==> src/rtl/bridge_pkg.sv <==
// Shared types and constants for the M-stage device bridge.
// Optional abort-on-timeout is enabled with BRIDGE_TIMEOUT_EN.
package bridge_pkg;

    localparam int BRIDGE_SLOT_BITS = 4;
    localparam int IDX_W = 2;
    localparam logic [31:0] BUS_ERR_DATA = 32'hDEAD_BEEF;

    typedef enum logic [1:0] {
        ST_IDLE,
        ST_BUSY,
        ST_DONE
    } state_t;

    function automatic logic [31-BRIDGE_SLOT_BITS:0] slot_hi(
        input logic [31:0] base0,
        input int          i
    );
        return (32-BRIDGE_SLOT_BITS)'(
            (base0 + (32'(i) << BRIDGE_SLOT_BITS)) >> BRIDGE_SLOT_BITS);
    endfunction

endpackage

==> src/rtl/bridge_addr_dec.sv <==
// Device slot decoder: upper address bits -> one-hot hit and slot index.
// Slots are 16 bytes apart starting at DEV0_BASE.
import bridge_pkg::*;

module bridge_addr_dec #(
    parameter int          N_DEV     = 2,
    parameter logic [31:0] DEV0_BASE = 32'h7F00
) (
    input  logic [31-BRIDGE_SLOT_BITS:0] addr_hi,
    output logic [N_DEV-1:0]             hit,
    output logic [IDX_W-1:0]             idx
);

    always_comb begin
        hit = '0;
        idx = '0;
        for (int i = 0; i < N_DEV; i++) begin
            if (addr_hi == slot_hi(DEV0_BASE, i)) begin
                hit[i] = 1'b1;
                idx    = IDX_W'(i);
            end
        end
    end

endmodule

==> src/rtl/bridge_ctrl.sv <==
// M-stage bridge sequencer: stalls the pipe while a device access runs.
// Define BRIDGE_TIMEOUT_EN to abort stuck accesses after TIMEOUT BUSY cycles.
import bridge_pkg::*;

module bridge_ctrl #(
    parameter int          N_DEV     = 2,
    parameter logic [31:0] DEV0_BASE = 32'h7F00,
    parameter int          TIMEOUT   = 16
) (
    input  logic                 clk,
    input  logic                 reset,
    input  logic [31:0]          PrAddr,
    input  logic [31:0]          PrWD,
    input  logic                 PrWE,
    input  logic                 PrRE,
    input  logic                 Flush,
    output logic [31:0]          PrRD,
    output logic                 DataOsel,
    output logic                 Stall,
    output logic                 BusErr,
    output logic [N_DEV-1:0]     DevSel,
    output logic                 DevWE,
    output logic [3:0]           DevAddr,
    output logic [31:0]          DevWD,
    input  logic [32*N_DEV-1:0]  DevRD,
    input  logic [N_DEV-1:0]     DevReady
);

    state_t            state, state_n;
    logic [N_DEV-1:0]  hit;
    logic [IDX_W-1:0]  idx, idx_q;
    logic              we_q;
    logic              start;
    logic              capture;
    logic              dev_ready;
    logic [31:0]       dev_rd;
    logic              tmo;

    bridge_addr_dec #(
        .N_DEV     (N_DEV),
        .DEV0_BASE (DEV0_BASE)
    ) u_dec (
        .addr_hi (PrAddr[31:BRIDGE_SLOT_BITS]),
        .hit     (hit),
        .idx     (idx)
    );

    always_comb begin
        dev_ready = 1'b0;
        dev_rd    = '0;
        for (int i = 0; i < N_DEV; i++) begin
            if (idx_q == IDX_W'(i)) begin
                dev_ready = DevReady[i];
                dev_rd    = DevRD[32*i +: 32];
            end
        end
    end

`ifdef BRIDGE_TIMEOUT_EN
    localparam int CNT_W = $clog2(TIMEOUT + 1);
    logic [CNT_W-1:0] cnt;
    logic             bus_err_q;

    assign tmo    = (cnt == CNT_W'(TIMEOUT - 1));
    assign BusErr = bus_err_q;

    always_ff @(posedge clk) begin
        if (reset) begin
            cnt       <= '0;
            bus_err_q <= 1'b0;
        end else begin
            if (start)
                cnt <= '0;
            else if (state == ST_BUSY)
                cnt <= cnt + 1'b1;
            bus_err_q <= (state == ST_BUSY) && !Flush && !dev_ready && tmo;
        end
    end
`else
    assign tmo    = 1'b0;
    assign BusErr = 1'b0;
`endif

    always_ff @(posedge clk) begin
        if (reset)
            state <= ST_IDLE;
        else
            state <= state_n;
    end

    always_comb begin
        state_n  = state;
        start    = 1'b0;
        capture  = 1'b0;
        Stall    = 1'b0;
        DataOsel = 1'b0;
        DevWE    = 1'b0;
        DevSel   = '0;
        unique case (state)
            ST_IDLE: begin
                start = (PrWE | PrRE) && (|hit) && !Flush;
                Stall = start;
                if (start)
                    state_n = ST_BUSY;
            end
            ST_BUSY: begin
                Stall = 1'b1;
                DevWE = we_q;
                for (int i = 0; i < N_DEV; i++)
                    DevSel[i] = (idx_q == IDX_W'(i));
                // A flushed instruction never gets data, even if Ready arrives.
                if (Flush) begin
                    state_n = ST_IDLE;
                end else if (dev_ready) begin
                    capture = 1'b1;
                    state_n = ST_DONE;
                end else if (tmo) begin
                    state_n = ST_DONE;
                end
            end
            ST_DONE: begin
                DataOsel = 1'b1;
                state_n  = ST_IDLE;
            end
            default: state_n = ST_IDLE;
        endcase
    end

    always_ff @(posedge clk) begin
        if (reset) begin
            idx_q   <= '0;
            we_q    <= 1'b0;
            DevAddr <= '0;
            DevWD   <= '0;
            PrRD    <= '0;
        end else begin
            if (start) begin
                idx_q   <= idx;
                we_q    <= PrWE;
                DevAddr <= PrAddr[3:0];
                DevWD   <= PrWD;
            end
            if (capture)
                PrRD <= we_q ? 32'h0 : dev_rd;
            else if (state == ST_BUSY && !Flush && tmo)
                PrRD <= BUS_ERR_DATA;
        end
    end

endmodule

==> config.mk <==
export PLATFORM = sky130hd
export DESIGN_NAME = bridge_ctrl
export DESIGN_NICKNAME = d
export VERILOG_FILES = /design/src/rtl/bridge_pkg.sv /design/src/rtl/bridge_addr_dec.sv /design/src/rtl/bridge_ctrl.sv
export SDC_FILE = /design/constraint.sdc
export NUM_CORES = 1
export LEC_CHECK = 0
export BUFFER_PORTS_ARGS = -buffer_cell sky130_fd_sc_hd__clkbuf_2
export CORE_UTILIZATION = 44
export CTS_BUF_LIST = sky130_fd_sc_hd__clkbuf_4
export CTS_CLUSTER_DIAMETER = 120
export DETAILED_ROUTE_END_ITERATION = 10
export GPL_ROUTABILITY_DRIVEN = 0
export PLACE_DENSITY_LB_ADDON = 0.05
export SLEW_MARGIN = 20
export SYNTH_ARGS = -nofsm -noshare
export SYNTH_HDL_FRONTEND = slang
export SYNTH_SLANG_ARGS = --single-unit
==> constraint.sdc <==
create_clock -name clk -period 2.6 [get_ports clk]
set_input_delay 0.52 -clock clk [delete_from_list [all_inputs] [get_ports clk]]
set_output_delay 0.52 -clock clk [all_outputs]
set_load 0.005 [all_outputs]
==> qor.txt <==
run status: finished clean
Worst-Margin Slew: 0.8098 ns
placed wire-length estimate: 6776 um
root buf cell: clkbuf_4
NetSw: 0.4503 mW
yosys warns: 0
Gate Count Post-Synth: 393
die area: 0.007945 mm2
syn nets: 528
critical path class: input pin to output pin
area growth from synthesis to layout: 35.77%
post-CTS setup-driven buffer insertion count: 0
Critical Path AT: 1.77 ns
largest net degree at the start of global routing: 65
DRC: 0
Combinational Power Share: 7.2%
global-route usage over all layers: 24.64%
buffer depth of the longest clock path: 2
Clock Skew: 0.01647 ns
final worst path period share: 88.19%
non-filler cells in the finished layout: 676
Fin Setup TNS: 0 ns
CTS Buf Count: 9
CTS H-tree lvls: 3
drt wl/cell: 14.78 um
syn avg cell area: 8.501 um2
Fin. Hold Viols: 0
vias in the first global route: 3265
PwrDens: 445.3 mW/mm2
die span in x: 89.14 um
CP Max Fanout: 2
fin crit period: 2.293 ns
max-cap violations: 0
drt pass-1 iters: 4
first-pass GRT wire length: 15060 um
Clock Pin Slew Worst Setup and Hold Paths: 0.12 ns
CTS tree: built
Leak: 1.842 nW
Max VDD drop: 0.2543 mV
Final ANT Viol Nets: 0
design internal power: 1.569 mW
Min-Delay Path Class: input pin to flop
core area: 0.007292 mm2
placed cells: 660
number of antenna violations at the first check in global routing: 0
Crit path required time: 2.08 ns
Crit. End Element: output pin
RSZ-0062 raised after global routing: no
startpoint types: input pin
Seq cells post-synth: 72
Site Rows: 31
CTS sink cnt: 72
Clock Power Share: 38.3%
fmax: 436.1 MHz
Final Max Slew Viols: 0
DRT iter0 DRCs: 83
port bufs: 207
number of library cell types mapped by synthesis: 24
layout cells sized above 1: 40.73%
Hold-fix buffers, CTS: 0
nets: 707
drt via density: 5.417
Vias: 3662
Sw Ratio: 22.29%
mapped cell area: 0.003341 mm2
part of the power in registers: 54.6%
Slew HR: 46.01%
grt ovf: 0
Clk Latency, worst-skew pair: 0.41 ns
# diodes: 0
count of final setup violators: 0
sequential element share of the synthesized area: 43.15%
io pins: 209
Die Span Y: 89.14 um
Routed WL: 9989 um
post-CTS resize count: 0
Starting Density: 45.81%
==> cell usage in the layout, fill, tap and decap left out, types with 2 or more instances in the layout <==
cell type     n
a21oi_1      72
buf_4         8
bufinv_16     2
clkbuf_2    207
clkbuf_4      9
clkinv_1      3
clkinvlp_4    2
dfxtp_1      71
inv_1         2
mux2i_1      33
nand2_1      33
nand4_1      40
nor2_1        7
nor4_1        4
o31ai_1      38
or3_1        32
==> routing by layer <==
layer | global-route usage, % | vias up | share of wire [%]
met2 | 42.33 | 173 | 49
met5 | 0 | - | 0
met3 | 5.540 | 16 | 8.7
met4 | 9.812 | 0 | 1.7
met1 | 29.94 | 1661 | 41
li1 | - | 1812 | -
==> cell type report <==
cell class | count | area (um2)
inverter | 2 | 7.507
tap | 99 | 123.9
fill | 689 | 2756
clock inverter | 7 | 86.33
sequential | 72 | 1443
multi-input combinational | 271 | 1692
timing repair buffer | 216 | 1116
clock buffer | 9 | 67.56
==> per-stage QoR <==
stage | total power [mW] | cell area [um2] | setup slack, ns | utilization, % | hold WS (ns)
2_1_floorplan | 1.161 | 3341 | 0.09378 | - | 0.4482
3_3_place_gp | 1.270 | 4382 | 0.1619 | 60.09 | 0.4387
3_5_place_dp | 1.272 | 4382 | 0.1311 | 60.09 | 0.4424
4_1_cts | 2.038 | 4536 | 0.2993 | 62.20 | 0.3130
5_1_grt | 2.099 | 4536 | 0.1676 | 62.20 | 0.3210
6_report | 2.020 | 4536 | 0.3069 | 62.20 | 0.3336
==> cell families (layout without fill, tap and decap cells) <==
logic type	after synthesis	in the layout	synth area share, %
buf+inv	50	234	6.517
mux	33	33	9.888
other cells	1	1	0.1123
simple gates	127	127	21.01
flops	72	72	43.15
compound gates	110	110	19.33
==> cells in the mapped netlist <==
master | instances | share of area, %
a21oi_1 | 72 | 11
dfxtp_1 | 72 | 43
nand4_1 | 40 | 7.5
o31ai_1 | 38 | 8.5
clkbuf_1 | 36 | 4.0
mux2i_1 | 33 | 9.9
nand2_1 | 33 | 3.7
or3_1 | 33 | 6.2
nor2_1 | 8 | 0.90
buf_1 | 5 | 0.56
nor4_1 | 5 | 0.94
buf_2 | 3 | 0.45
buf_6 | 3 | 1.0
inv_1 | 2 | 0.22
and4_1 | 1 | 0.26
buf_4 | 1 | 0.22
conb_1 | 1 | 0.11
nand2b_1 | 1 | 0.19
nand3_1 | 1 | 0.15
nand4b_1 | 1 | 0.26
nor2b_1 | 1 | 0.19
or2_2 | 1 | 0.19
or4_1 | 1 | 0.22
or4_4 | 1 | 0.34
==> final timing paths <==
| kind | slack [ns] | to | depth (start not counted) | start |
|---|---|---|---|---|
| worst max-delay path | 0.31 | Stall | 6 | PrAddr[17] |
| worst min register to register | 0.46 | PrRD[21]$_SDFFE_PP0P_ | 2 | PrRD[21]$_SDFFE_PP0P_ |
| worst max register to register | 0.50 | PrRD[0]$_SDFFE_PP0P_ | 5 | state[0]$_SDFFE_PP0P_ |
| worst min-delay path | 0.33 | DevAddr[1]$_SDFFE_PP0P_ | 3 | PrAddr[1] |
==> critical path, cell delays in order <==
cell	delay [ns]
clkbuf_2	0.07
or4_1	0.55
nor4_2	0.32
a21oi_1	0.11
nor2_1	0.09
clkbuf_2	0.11
==> power by group through the flow <==
stage                     Clock (mW)  Sequential (mW)  Combinational (mW)
after CTS                      0.790             1.10               0.146
after floorplan                    0             1.13              0.0334
after global placement             0             1.13               0.143
after global routing           0.836             1.10               0.160
final                          0.773             1.10               0.144
after detailed placement           0             1.13               0.144
==> flip-flops by register name (all words and copies together), names as in the netlist <==
signal and cells:
idx_q 1, state 2, we_q 1, DevAddr 4
DevWD 32, PrRD 32
No activity file was read; power rests on OpenSTA's default activity.
